==> src/rtl/led_ctrl_pkg.sv <==
// Shared types and default constants for the LED display scheduler.
package led_ctrl_pkg;

  typedef enum logic [1:0] {
    IDLE = 2'd0,
    ARB  = 2'd1,
    SHOW = 2'd2
  } sched_state_t;

  localparam int DEF_N           = 8;
  localparam int DEF_NUM_SRC     = 4;
  localparam int DEF_DIV_BUS     = 32;
  localparam int DEF_TICK_DIV    = 50_000_000;
  localparam int DEF_DWELL_TICKS = 4;

endpackage

==> src/rtl/led_display_scheduler_tick_gen.sv <==
// Free-running tick divider: one-cycle enable every TICK_DIV unpaused clk cycles.
module tick_gen
  import led_ctrl_pkg::*;
#(
  parameter int DIV_BUS  = DEF_DIV_BUS,
  parameter int TICK_DIV = DEF_TICK_DIV
) (
  input  logic clk,
  input  logic rst,
  input  logic en,
  output logic tick
);

  localparam logic [DIV_BUS-1:0] TERM = DIV_BUS'(TICK_DIV - 1);

  logic [DIV_BUS-1:0] tick_cnt;

  // Tick is decoded from the count so it lines up with the wrap cycle; paused cycles never tick.
  assign tick = en && (tick_cnt == TERM);

  // Count 0..TICK_DIV-1 while enabled, holding otherwise.
  always_ff @(posedge clk) begin
    if (rst) begin
      tick_cnt <= '0;
    end else if (en) begin
      if (tick_cnt == TERM) tick_cnt <= '0;
      else                  tick_cnt <= tick_cnt + DIV_BUS'(1);
    end
  end

endmodule

==> src/rtl/led_display_scheduler.sv <==
// Time-shares one LED bank between several pattern sources: round-robin with a
// tick-based dwell, source 0 preempts and keeps the bank until it lets go.
module led_display_scheduler
  import led_ctrl_pkg::*;
#(
  parameter int N           = DEF_N,
  parameter int NUM_SRC     = DEF_NUM_SRC,
  parameter int DIV_BUS     = DEF_DIV_BUS,
  parameter int TICK_DIV    = DEF_TICK_DIV,
  parameter int DWELL_TICKS = DEF_DWELL_TICKS
) (
  input  logic                 clk,
  input  logic                 rst,
  input  logic [NUM_SRC-1:0]   src_req,
  input  logic [NUM_SRC*N-1:0] src_pattern,
  input  logic                 pause,
  output logic [N-1:0]         outLED,
  output logic [NUM_SRC-1:0]   grant,
  output logic                 grant_done,
  output logic                 tick
);

  localparam int SW = $clog2(NUM_SRC);
  localparam int DW = $clog2(DWELL_TICKS + 1);
  localparam logic [DW-1:0] DWELL_LAST = DW'(DWELL_TICKS - 1);
  localparam logic [SW-1:0] LAST_SRC   = SW'(NUM_SRC - 1);

  // First requester after 'last', wrapping modulo NUM_SRC.
  function automatic logic [SW-1:0] rr_pick(input logic [NUM_SRC-1:0] req,
                                            input logic [SW-1:0]      last);
    logic [SW-1:0] pick;
    logic [SW-1:0] idx;
    logic          found;
    pick  = '0;
    found = 1'b0;
    for (int k = 1; k <= NUM_SRC; k++) begin
      idx = SW'((int'(last) + k) % NUM_SRC);
      if (!found && req[idx]) begin
        pick  = idx;
        found = 1'b1;
      end
    end
    return pick;
  endfunction

  sched_state_t        state, state_n;
  logic [SW-1:0]       owner, owner_n;
  logic [SW-1:0]       rr_last, rr_last_n;
  logic [DW-1:0]       dwell_cnt, dwell_n;
  logic [N-1:0]        led_n;
  logic [NUM_SRC-1:0]  grant_n;
  logic                done_n;
  logic [N-1:0]        pat [NUM_SRC];
  logic [SW-1:0]       winner;
  logic                release_req, preempt, expire;

  tick_gen #(
    .DIV_BUS  (DIV_BUS),
    .TICK_DIV (TICK_DIV)
  ) u_tick_gen (
    .clk  (clk),
    .rst  (rst),
    .en   (~pause),
    .tick (tick)
  );

  // Unpack the flat pattern bus into one lane per source.
  always_comb begin
    for (int i = 0; i < NUM_SRC; i++) pat[i] = src_pattern[i*N +: N];
  end

  assign winner      = src_req[0] ? '0 : rr_pick(src_req, rr_last);
  assign release_req = !src_req[owner];
  assign preempt     = (owner != '0) && src_req[0];
  assign expire      = (owner != '0) && tick && (dwell_cnt == DWELL_LAST);

  // Next-state and next-output decode; any combination of exit causes yields one exit.
  always_comb begin
    state_n   = state;
    owner_n   = owner;
    rr_last_n = rr_last;
    dwell_n   = dwell_cnt;
    led_n     = outLED;
    grant_n   = grant;
    done_n    = 1'b0;
    case (state)
      IDLE: begin
        led_n   = '0;
        grant_n = '0;
        if (|src_req) state_n = ARB;
      end
      ARB: begin
        if (|src_req) begin
          owner_n   = winner;
          rr_last_n = winner;
          dwell_n   = '0;
          grant_n   = NUM_SRC'(1) << winner;
          led_n     = pat[winner];
          state_n   = SHOW;
        end else begin
          grant_n = '0;
          led_n   = '0;
          state_n = IDLE;
        end
      end
      SHOW: begin
        if (release_req || preempt || expire) begin
          grant_n = '0;
          done_n  = 1'b1;
          state_n = ARB;
        end else begin
          led_n = pat[owner];
          // The urgent owner ignores dwell, so its count is left parked.
          if (tick && (owner != '0)) dwell_n = dwell_cnt + DW'(1);
        end
      end
      default: state_n = IDLE;
    endcase
  end

  // State and output registers; reset abandons any grant without a done pulse.
  always_ff @(posedge clk) begin
    if (rst) begin
      state      <= IDLE;
      owner      <= '0;
      rr_last    <= LAST_SRC;
      dwell_cnt  <= '0;
      outLED     <= '0;
      grant      <= '0;
      grant_done <= 1'b0;
    end else begin
      state      <= state_n;
      owner      <= owner_n;
      rr_last    <= rr_last_n;
      dwell_cnt  <= dwell_n;
      outLED     <= led_n;
      grant      <= grant_n;
      grant_done <= done_n;
    end
  end

endmodule

==> config.mk <==
export PLATFORM = sky130hd
export DESIGN_NAME = led_display_scheduler
export DESIGN_NICKNAME = d
export VERILOG_FILES = /design/src/rtl/led_ctrl_pkg.sv /design/src/rtl/led_display_scheduler_tick_gen.sv /design/src/rtl/led_display_scheduler.sv
export SDC_FILE = /design/constraint.sdc
export NUM_CORES = 1
export LEC_CHECK = 0
export BUFFER_PORTS_ARGS = -buffer_cell sky130_fd_sc_hd__buf_2
export CAP_MARGIN = 20
export CORE_ASPECT_RATIO = 1.2
export CORE_MARGIN = 8
export CORE_UTILIZATION = 60
export DETAILED_ROUTE_END_ITERATION = 10
export PLACE_DENSITY_LB_ADDON = 0.25
export SLEW_MARGIN = 25
export SYNTH_ARGS = -nofsm -noshare
export SYNTH_HDL_FRONTEND = slang
export SYNTH_HIERARCHICAL = 1
export SYNTH_SLANG_ARGS = --single-unit
==> constraint.sdc <==
create_clock -name clk -period 6.4 [get_ports clk]
set_input_delay 1.28 -clock clk [delete_from_list [all_inputs] [get_ports clk]]
set_output_delay 1.28 -clock clk [all_outputs]
set_load 0.01 [all_outputs]
# Word-level counts from Yosys, hierarchy flattened
# Cells that the tools add are included.
[totals]
reg_bits = 54
in_bits = 39
output_inout_bits = 14
elab_cells = 99
[op_classes]
n_addsub = 6
magnitude_cmp = 7
eq_ne = 9
shifts = 1
muxes = 40
bitwise_logic = 4
n_reduce_logical = 24
[op_table]
columns = ["op", "count"]
rows = [
  ["8-bit 2-to-1 mux", 6],
  ["32-bit by 1-bit adder with 32-bit output (second input constant)", 1],
  ["8-bit binary-select mux with 2-bit select", 2],
  ["32-bit by 26-bit equality test with 1-bit output (second input constant)", 1],
  ["32-bit 2-to-1 mux", 1],
  ["8-bit one-hot mux with 3 select lines", 1],
  ["2-bit 2-to-1 mux", 8],
  ["2-bit by 3-bit < comparator with 1-bit output (second input constant)", 5],
  ["4-bit one-hot mux with 3 select lines", 1],
  ["1-bit binary-select mux with 2-bit select", 5],
  ["2-bit inequality test (second input constant)", 5],
  ["1-bit 2-to-1 mux", 9],
  ["3-bit 2-to-1 mux", 3],
  ["4-bit 2-to-1 mux", 2],
  ["2-bit AND reduction", 4],
  ["1-bit logical AND", 7],
  ["3-bit greater-or-equal comparator (second input constant)", 2],
  ["2-bit NOT with 3-bit output", 2],
  ["2-bit one-hot mux with 3 select lines", 1],
  ["3-bit one-hot mux with 2 select lines", 1],
  ["2-bit by 1-bit adder with 2-bit output (second input constant)", 2],
  ["2-bit adder (second input constant)", 2],
  ["1-bit zero test", 4],
  ["4-bit AND reduction", 1],
  ["12 further kinds", 15],
]

# Logic depth before layout (Yosys ltp)
# Gate-level depths: netlist (run 1).
[depth]
depth_word = 20
mapped_depth = 10
mapped_depth_nobuf = 9

# Cells and area by module
# Netlist (run 1), hierarchy kept.
[by_module_without_submodules]
columns = ["module", "instances", "cells_per_inst", "area_each_um2", "seq_area_each_um2"]
rows = [
  ["led_display_scheduler", 1, 179, 1569.0, 440.4],
  ["tick_gen", 1, 175, 1507.7, 640.6],
]

# Worst setup path after synthesis (run 1)
# OpenSTA, ideal clock, no wires.
[synth_path]
path_type = "input -> output"
from = "input pause"
to = "output tick"
t_arrival_ns = 2.273
required_time_ns = 5.120
setup_slack_ns = 2.847
cell_stages = 5
n_path_buf = 1
path_cell_list = "inv_1 and3_1 clkbuf_1 nand2_1 nor4b_2"
[synth_between]
elab_chain_len = 2
[synth_lines]
columns = ["item", "line_no", "source"]
rows = [
  ["from (decl)", "led_display_scheduler.sv:16", "input logic pause,"],
  ["1-bit NOT", "led_display_scheduler.sv:63", ".en (~pause),"],
  ["1-bit logical AND", "led_display_scheduler_tick_gen.sv:19", "assign tick = en && (tick_cnt == TERM);"],
  ["to (decl)", "led_display_scheduler.sv:20", "output logic tick"],
]
# No other way between the ends.

# Final worst setup path (run 1)
# Same ends and word-level chain as after synthesis.

==> impl_metrics.toml, run 1 <==
[sta]
fmax_mhz = 259
slew_viol_final = 0
hold_viol_final = 0
timing.final.ws_setup_ns = 2.55
hold_slack_ns = 0.466
max-slew-margin-rel = 0.374
post-route-period-util = 0.602
tns_ns = 0
period_minus_slack_ns = 3.85
setup_viol = 0
rsz0062_at_grt = "no"
clock_skew_ns = 0.0159
worst_pin_slew_ns = 0.937

[die]
die_area_mm2 = 0.00768
rows = 28
die-width_um = 81.4
ios = 53
die-height_um = 94.4
core_mm2 = 0.00494
initial_core_util = 0.623

[route]
first_iter_violations = 166
ant_nets = 0
drt_wl_total_um = 7150
dr_total_vias = 2717
via_per_inst = 6.02
dr.pass1.iters = 4
wl_per_cell_um = 15.8
drc_errors = 0

[global_routing]
antenna_found_initial = 0
grt_pass1_vias = 2717
top_usage_layer = "met2"
met2_usage = 0.338
grt_pass1_wl_um = 12200
use_met3 = 0.0428
overflow = 0
grtUsageTotal = 0.193
met1_usage = 0.226
grt_max_degree = 31

[setup_path]
cp.arrival_ns = 2.57
end_kind = "output pin"
critPathMaxFanout = 6
crit_buf_inv = 3
critical_path.most_common_cell = "buf_2"
crit_type = "in -> out"
cp_data_required_time_ns = 5.12
start_kind = "primary input"
slowest_stage = "nor4b_2"
cpPeakStageDelay_ns = 0.44
crit_chain = "buf_2 -> inv_1 -> and3_1 -> nand2_1 -> nor4b_2 -> buf_2"
crit_family = "simple AND/OR/NAND/NOR gates"

[pwr]
cellLeakagePower_nw = 1.18
p_sw_frac = 0.328
power_density_mw_per_mm2 = 223
power.total_mw = 0.750
max-vdd-ir-drop_uv = 153
comb_power_share = 0.238
pwr-share-clk = 0.261
p_seq_frac = 0.501
p_switching_mw = 0.246
internal-power_mw = 0.504

[logic_synthesis]
avgSynthCellArea_um2 = 8.69
synthDistinctLibCells = 54
syn_nets = 400
synth_area_mm2 = 0.00308
synthCells = 354
ys_seq_elements = 54
synth_edf_count = 0
ys_seq_area_frac = 0.351
synth_ff_type = "dfxtp_1"
async_flop_share = 0
synth_warnings = 6

[clocking]
cts_root_buffer = "clkbuf_8"
path_clk_slew_ns = 0.10
cts_hold_buf = 0
clk_latency_ns = 0.31
cts_made_buffers = 5
cts_tree = "done"
postCtsSetupRepairBufs = 0
cts.path.max_buffers = 2
ctsResizeCount = 0
cts-htree-levels = 2
cts.sinks = 54

[finish]
multi_input_area_mm2 = 0.00180
drive_above_1_share = 0.189
ff_latch_area_mm2 = 0.00108
stdcell_count = 451
layout_common_cells = "dfxtp_1 (54), buf_2 (52), nor2_1 (44), xnor2_1 (23), nand2_1 (18)"
nFillCells = 406
area_growth_pct = 9.52
final_common_cell = "dfxtp_1"
nNetsFinal = 436
antenna_cells = 0

[worst_hold_path]
hold_class = "reg -> reg"

[placement]
dpl_worst_slack_ns = 2.55
gp_congestion = 0.840
dp.cells = 443
portBuffers = 52
hpwl_um = 5200

[job]
maxCapViolCount = 0

[outcome]
status = "finished clean"
-- cells in the mapped netlist (4+ instances only) --
master	number	area [um2]
nand2b_1	6	37.5
nand4_1	7	43.8
nor4_1	10	62.6
nand2_1	18	67.6
nand3_1	10	50.1
dfxtp_1	54	1080
nand3b_1	4	30.0
a32oi_1	8	70.1
clkbuf_1	10	37.5
a211oi_1	8	60.1
xor2_1	9	78.8
xnor2_1	23	201
nor2_1	44	165
and3_1	5	31.3
or2_2	5	31.3
o2bb2ai_1	8	70.1
a21oi_1	13	65.1
a221oi_1	9	78.8
ha_1	7	87.6
buf_6	5	56.3
o21a_1	8	60.1
buf_2	6	30.0
nor3_1	9	45.0
mux2i_1	12	120
inv_1	14	52.6
-- layout make-up --
cell class / count / area share
repair buffers: 52 / 0.0772
flip-flops and latches: 54 / 0.321
well taps: 60 / 0.0223
multi-input cells: 262 / 0.535
clock buffers: 5 / 0.0204
clock inverters: 3 / 0.00706
inverters: 15 / 0.0167
-- per-layer routing --
layer  wire length [um]  vias to the layer above
li1                   -                     1362
met2               3670                       63
met1               3110                     1286
met5                  0                        -
met3                304                        6
met4                 63                        0
-- flip-flops by register name, summed over array words and instances, names as in the netlist --
signal	cells
u_tick_gen/tick_cnt	32
owner	2
outLED	8
state	2
grant	4
dwell_cnt	3
grant_done	1
rr_last	2
-- power groups by stage --
stage,logic (mW),registers (mW),clock network [mW]
after floorplan,0.142,0.372,0
after global placement,0.175,0.382,0
after detailed placement,0.179,0.382,0
after CTS,0.179,0.375,0.199
after global routing,0.199,0.379,0.209
final,0.178,0.376,0.196
-- stage by stage --
stage	utilization	area, um2
finish	0.682	3370
global placement	0.663	3280
floorplan	-	3080
global route	0.682	3370
CTS	0.682	3370
detailed placement	0.663	3280
-- worst paths after layout --
kind / startpoint / end / slack [ns] / cells past startpoint
setup reg to reg: u_tick_gen/tick_cnt[27] / outLED[0] / 3.46 / 8
hold reg to reg: outLED[2] / outLED[2] / 0.47 / 1
setup / recovery: pause / tick / 2.55 / 6
hold / removal: outLED[2] / outLED[2] / 0.47 / 1
-- worst register-to-register path, cell delays in order (launching register included) --
cell and delay, ns:
dfxtp_1 0.35, or4_1 0.53, or4_1 0.50, nor4b_2 0.39
a2bb2oi_1 0.16, a21oi_2 0.28, o21ai_2 0.14, a21oi_2 0.35
o2bb2ai_1 0.16
-- kinds of logic after synthesis --
family | after synthesis | synth area share
and+or+nand+nor | 133 | 0.224
DFF | 54 | 0.351
AOI/OAI and AO/OA | 78 | 0.203
buffers and inverters | 38 | 0.0622
xor gates and xnor gates | 32 | 0.0911
muxes | 12 | 0.0390
adders and majority gates | 7 | 0.0285
Note: power is estimated with default switching activity, not from simulation.
==> inputs of run 2 (changes only) <==
--- a/config.mk
+++ b/config.mk
@@ -9,7 +9,7 @@
 export CAP_MARGIN = 20
 export CORE_ASPECT_RATIO = 1.2
 export CORE_MARGIN = 8
-export CORE_UTILIZATION = 60
+export CORE_UTILIZATION = 56
 export DETAILED_ROUTE_END_ITERATION = 10
 export PLACE_DENSITY_LB_ADDON = 0.25
 export SLEW_MARGIN = 25
==> constraint.sdc (replaced) <==
create_clock -name clk -period 3.6 [get_ports clk]
set_input_delay 0.72 -clock clk [delete_from_list [all_inputs] [get_ports clk]]
set_output_delay 0.72 -clock clk [all_outputs]
set_load 0.01 [all_outputs]
==> run 2 against run 1 <==
  * Total power is 85% higher
  * Sequential cell count stayed put
  * First-iteration DRC count is 34% lower
  * Sequential share of layout area decreased by 0.33 points
  * Die area is 5.8% higher
  * Clock skew shrank 0.0047 ns
  * Critical endpoint unchanged
==> impl_metrics.toml, run 2 (synthesis gave the netlist of run 1 again) <==
[setup_path]
cp.arrival_ns = 2.26
start_kind = "flip-flop"
cp_data_required_time_ns = 2.88
end_kind = "output pin"
reg2reg_depth = 8
critPathMaxFanout = 4
r2r-end = "outLED[2]"
crit_type = "reg -> out"
r2r_start = "u_tick_gen/tick_cnt[27]"
reg2reg_slack_ns = 0.68

[pwr]
max-vdd-ir-drop_uv = 299
power.total_mw = 1.39
cellLeakagePower_nw = 1.20
power_density_mw_per_mm2 = 408

[route]
via_per_inst = 6.03
drt_wl_total_um = 7300
dr_total_vias = 2742
ant_nets = 0
dr.pass1.iters = 4
wl_per_cell_um = 16.0
first_iter_violations = 110
drc_errors = 0

[global_routing]
grt_pass1_vias = 2897
top_usage_layer = "met2"
overflow = 0
met2_usage = 0.319
grtUsageTotal = 0.178
grt_max_degree = 31
met1_usage = 0.195
grt_pass1_wl_um = 12700
use_met3 = 0.0436
antenna_found_initial = 0

[job]
maxCapViolCount = 0

[sta]
rsz0062_at_grt = "no"
worst_pin_slew_ns = 0.738
post-route-period-util = 0.829
tns_ns = 0
slew_viol_final = 0
fmax_mhz = 335
hold_viol_final = 0
timing.final.ws_setup_ns = 0.617
max-slew-margin-rel = 0.508
period_minus_slack_ns = 2.98
setup_viol = 0
clock_skew_ns = 0.0112

[finish]
multi_input_area_mm2 = 0.00180
stdcell_count = 455
largest_reg_flops = 32
antenna_cells = 0
nFillCells = 455
nNetsFinal = 438
final_common_cell = "dfxtp_1"
area_growth_pct = 10.7
fin_util = 0.643
layout_common_cells = "dfxtp_1 (54), buf_2 (52), nor2_1 (44), xnor2_1 (23), nand2_1 (18)"
reg.largest.list = "u_tick_gen/tick_cnt x32, outLED x8, grant x4"
largest-register = "u_tick_gen/tick_cnt"
drive_above_1_share = 0.191
ff_latch_area_mm2 = 0.00108

[die]
die-height_um = 97.2
initial_core_util = 0.581
ios = 53
core_mm2 = 0.00530
die-width_um = 83.7
rows = 29
die_area_mm2 = 0.00813

[clocking]
postCtsSetupRepairBufs = 0
cts_made_buffers = 5
cts_root_buffer = "clkbuf_8"
clk_latency_ns = 0.31
cts_hold_buf = 0
ctsResizeCount = 0
cts_tree = "done"
cts.path.max_buffers = 2
path_clk_slew_ns = 0.10
cts-htree-levels = 2
cts.sinks = 54

[placement]
gp_congestion = 0.870
dpl_worst_slack_ns = 0.621
portBuffers = 52
hpwl_um = 5320
dp.cells = 447

[worst_hold_path]
min_to = "outLED[1]"
hold_start = "outLED[1]"
whs_path_depth = 1
hold_class = "reg -> reg"

[outcome]
status = "finished clean"
run 2: changes by cell type in the layout (fill, tap and decap cells not counted):
cell and delta:
inv_6 -1, clkinvlp_4 -1, buf_4 +2, clkbuf_1 +1
bufinv_16 +1
run 2: per-stage QoR:
stage          cell area, um2  hold WS [ns]
3_5_place_dp             3290         0.444
4_1_cts                  3400         0.473
5_1_grt                  3400         0.485
6_report                 3400         0.472
2_1_floorplan            3080         0.457
3_3_place_gp             3290         0.453
run 2: how the worst max path moves through the flow:
stage / cells after the start / start / end / slack, ns
6_report: 4 / u_tick_gen/tick_cnt[27] / tick / 0.62
5_1_grt: 4 / u_tick_gen/tick_cnt[27] / tick / 0.50
4_1_cts: 4 / u_tick_gen/tick_cnt[27] / tick / 0.60
3_5_place_dp: 10 / pause / outLED[2] / 0.62
3_3_place_gp: 10 / pause / outLED[3] / 0.78
2_1_floorplan: 10 / pause / state[0] / 0.87
run 2: worst max-delay path, stage by stage (launching register included):
cell     delay (ns)
dfxtp_1        0.35
or4_1          0.52
or4_1          0.49
nor4b_2        0.38
buf_2          0.22
run 2: power by group:
part	switching [mW]	total, mW	internal [mW]
Sequential	0.0344	0.660	0.625
Combinational	0.199	0.331	0.132
Clock	0.192	0.400	0.208
run 2: layout make-up:
type,count,share of cell area
clock inverters,2,0.0110
well taps,62,0.0228
multi-input cells,262,0.530
flip-flops and latches,54,0.318
inverters,15,0.0165
repair buffers,54,0.0809
clock buffers,6,0.0213
run 2: per-layer routing:
metal / routed length (um) / vias up
li1: - / 1356
met1: 3090 / 1304
met2: 3790 / 72
met3: 325 / 10
met4: 86 / 0
met5: 0 / -
==> inputs of run 3 (changes only) <==
--- a/config.mk
+++ b/config.mk
@@ -9,7 +9,7 @@
 export CAP_MARGIN = 20
 export CORE_ASPECT_RATIO = 1.2
 export CORE_MARGIN = 8
-export CORE_UTILIZATION = 56
+export CORE_UTILIZATION = 51
 export DETAILED_ROUTE_END_ITERATION = 10
 export PLACE_DENSITY_LB_ADDON = 0.25
 export SLEW_MARGIN = 25
==> constraint.sdc (replaced) <==
create_clock -name clk -period 2.5 [get_ports clk]
set_input_delay 0.5 -clock clk [delete_from_list [all_inputs] [get_ports clk]]
set_output_delay 0.5 -clock clk [all_outputs]
set_load 0.01 [all_outputs]
==> run 3 against run 2 <==
  * The run now ends with setup timing left
  * Combinational power up 68%
  * Highest routed layer unchanged
  * Global-route usage down 0.14 points
  * Sequential power grew 43%
  * Total power increased by 40%
  * Utilization down 3.0 points
  * First-iteration DRC count is 41% higher
  * Critical path depth up 1
  * Sequential cell count unchanged
  * Largest power group unchanged
  * Worst setup slack worse by 0.76 ns
  * Clock power rose by 12%
==> impl_metrics.toml, run 3 (synthesis gave the netlist of run 1 again) <==
[sta]
timing.final.ws_setup_ns = -0.144
clock_skew_ns = 0.00933
hold_viol_final = 0
post-route-period-util = 1.06
fmax_mhz = 378
max-slew-margin-rel = 0.613
tns_ns = -1.40
worst_pin_slew_ns = 0.576
setup_viol = 18
rsz0062_at_grt = "yes"
period_minus_slack_ns = 2.64
slew_viol_final = 0

[pwr]
power_density_mw_per_mm2 = 536
p_sw_frac = 0.324
power.total_mw = 1.95
comb_power_share = 0.285
p_switching_mw = 0.632
p_seq_frac = 0.484
max-vdd-ir-drop_uv = 348
internal-power_mw = 1.32
cellLeakagePower_nw = 1.32
pwr-share-clk = 0.230

[die]
initial_core_util = 0.518
die_area_mm2 = 0.00878
ios = 53
core_mm2 = 0.00593
rows = 31
die-width_um = 86.9
die-height_um = 101

[setup_path]
critPathMaxFanout = 4
start_kind = "flip-flop"
crit_type = "reg -> out"
r2r_start = "u_tick_gen/tick_cnt[30]"
cpPeakStageDelay_ns = 0.50
slowest_stage = "or4_1"
reg2reg_depth = 9
critical_path.most_common_cell = "buf_4"
r2r-end = "outLED[2]"
cp_data_required_time_ns = 2.00
cp.arrival_ns = 2.14
reg2reg_slack_ns = -0.10
end_kind = "output pin"
crit_chain = "or4_1 -> or4_4 -> nor4b_4 -> buf_4 -> buf_4"

[route]
wl_per_cell_um = 15.6
dr_total_vias = 2782
dr.pass1.iters = 4
first_iter_violations = 155
via_per_inst = 5.70
drc_errors = 0
ant_nets = 0
drt_wl_total_um = 7600

[finish]
layout_common_cells = "dfxtp_1 (53), buf_2 (51), nor2_1 (43), xnor2_1 (23), nand2_1 (18)"
final_common_cell = "dfxtp_1"
nFillCells = 531
largest-register = "u_tick_gen/tick_cnt"
area_growth_pct = 18.3
largest_reg_flops = 32
nNetsFinal = 452
drive_above_1_share = 0.256
reg.largest.list = "u_tick_gen/tick_cnt x32, outLED x8, grant x4"
fin_util = 0.613
antenna_cells = 0

[clocking]
cts_root_buffer = "clkbuf_8"
cts-htree-levels = 2
cts.path.max_buffers = 2
path_clk_slew_ns = 0.08
cts_tree = "done"
cts.sinks = 54
cts_made_buffers = 5
clk_latency_ns = 0.30

[placement]
dpl_worst_slack_ns = -0.183
gp_congestion = 0.798
portBuffers = 52
hpwl_um = 5620

[worst_hold_path]
hold_start = "outLED[2]"
whs_path_depth = 1
min_to = "outLED[2]"
hold_class = "reg -> reg"

[outcome]
violations = "setup timing"
status = "complete, but fails checks"

[global_routing]
antenna_found_initial = 0
grt_max_degree = 31
grtUsageTotal = 0.176
grt_pass1_wl_um = 12600
grt_pass1_vias = 2693
overflow = 0

[job]
maxCapViolCount = 0
## run 3: critical path: cells and delay by family, from the launching register on
family | cells | cell delay [ns]
flip-flops | 1 | 0.31
AND/OR/NAND/NOR | 3 | 1.26
buffers and inverters | 2 | 0.28
## run 3: power by group through the flow
stage	combinational, mW	clock [mW]	sequential (mW)
global route	0.610	0.505	0.953
detailed placement	0.525	0	0.964
CTS	0.540	0.471	0.944
finish	0.557	0.450	0.944
floorplan	0.387	0	0.954
global placement	0.508	0	0.963
## run 3: per-stage QoR
stage                     hold slack [ns]  std cells  cell area (um2)
final                               0.463        488             3640
after global placement              0.452        480             3490
after detailed placement            0.446        480             3490
after CTS                           0.467        487             3590
after floorplan                     0.473        354             3130
after global routing                0.499        488             3640
## run 3: per-layer routing
| layer | vias to the layer above | wire [um] | global-route usage |
|---|---|---|---|
| met3 | 7 | 439 | 0.0392 |
| met4 | 0 | 85 | 0.0531 |
| met1 | 1322 | 3030 | 0.197 |
| met2 | 64 | 4050 | 0.321 |
| li1 | 1389 | - | - |
| met5 | - | 0 | 0 |
## run 3: worst max-delay path by stage
stage          slack, ns           end               startpoint
2_1_floorplan      -0.02  dwell_cnt[1]  u_tick_gen/tick_cnt[30]
3_3_place_gp        0.02  dwell_cnt[0]  u_tick_gen/tick_cnt[30]
3_5_place_dp       -0.18  dwell_cnt[0]  u_tick_gen/tick_cnt[30]
4_1_cts            -0.18          tick  u_tick_gen/tick_cnt[30]
5_1_grt            -0.21  dwell_cnt[0]  u_tick_gen/tick_cnt[30]
6_report           -0.14          tick  u_tick_gen/tick_cnt[30]
## run 3: final cells by class
cell class / count / area (um2) / share of cell area
multi-input combinational: 262 / 1930 / 0.529
timing repair buffer: 68 / 395 / 0.109
clock buffer: 7 / 76.3 / 0.0210
sequential: 54 / 1080 / 0.297
tap: 82 / 103 / 0.0282
inverter: 15 / 56.3 / 0.0155
## run 3: repair_timing
item,CTS,global route
setup buffers,0,1
resized for setup,5,6
endpoints found under the setup margin,16,18
hold buffers,0,0
pin swaps,2,2
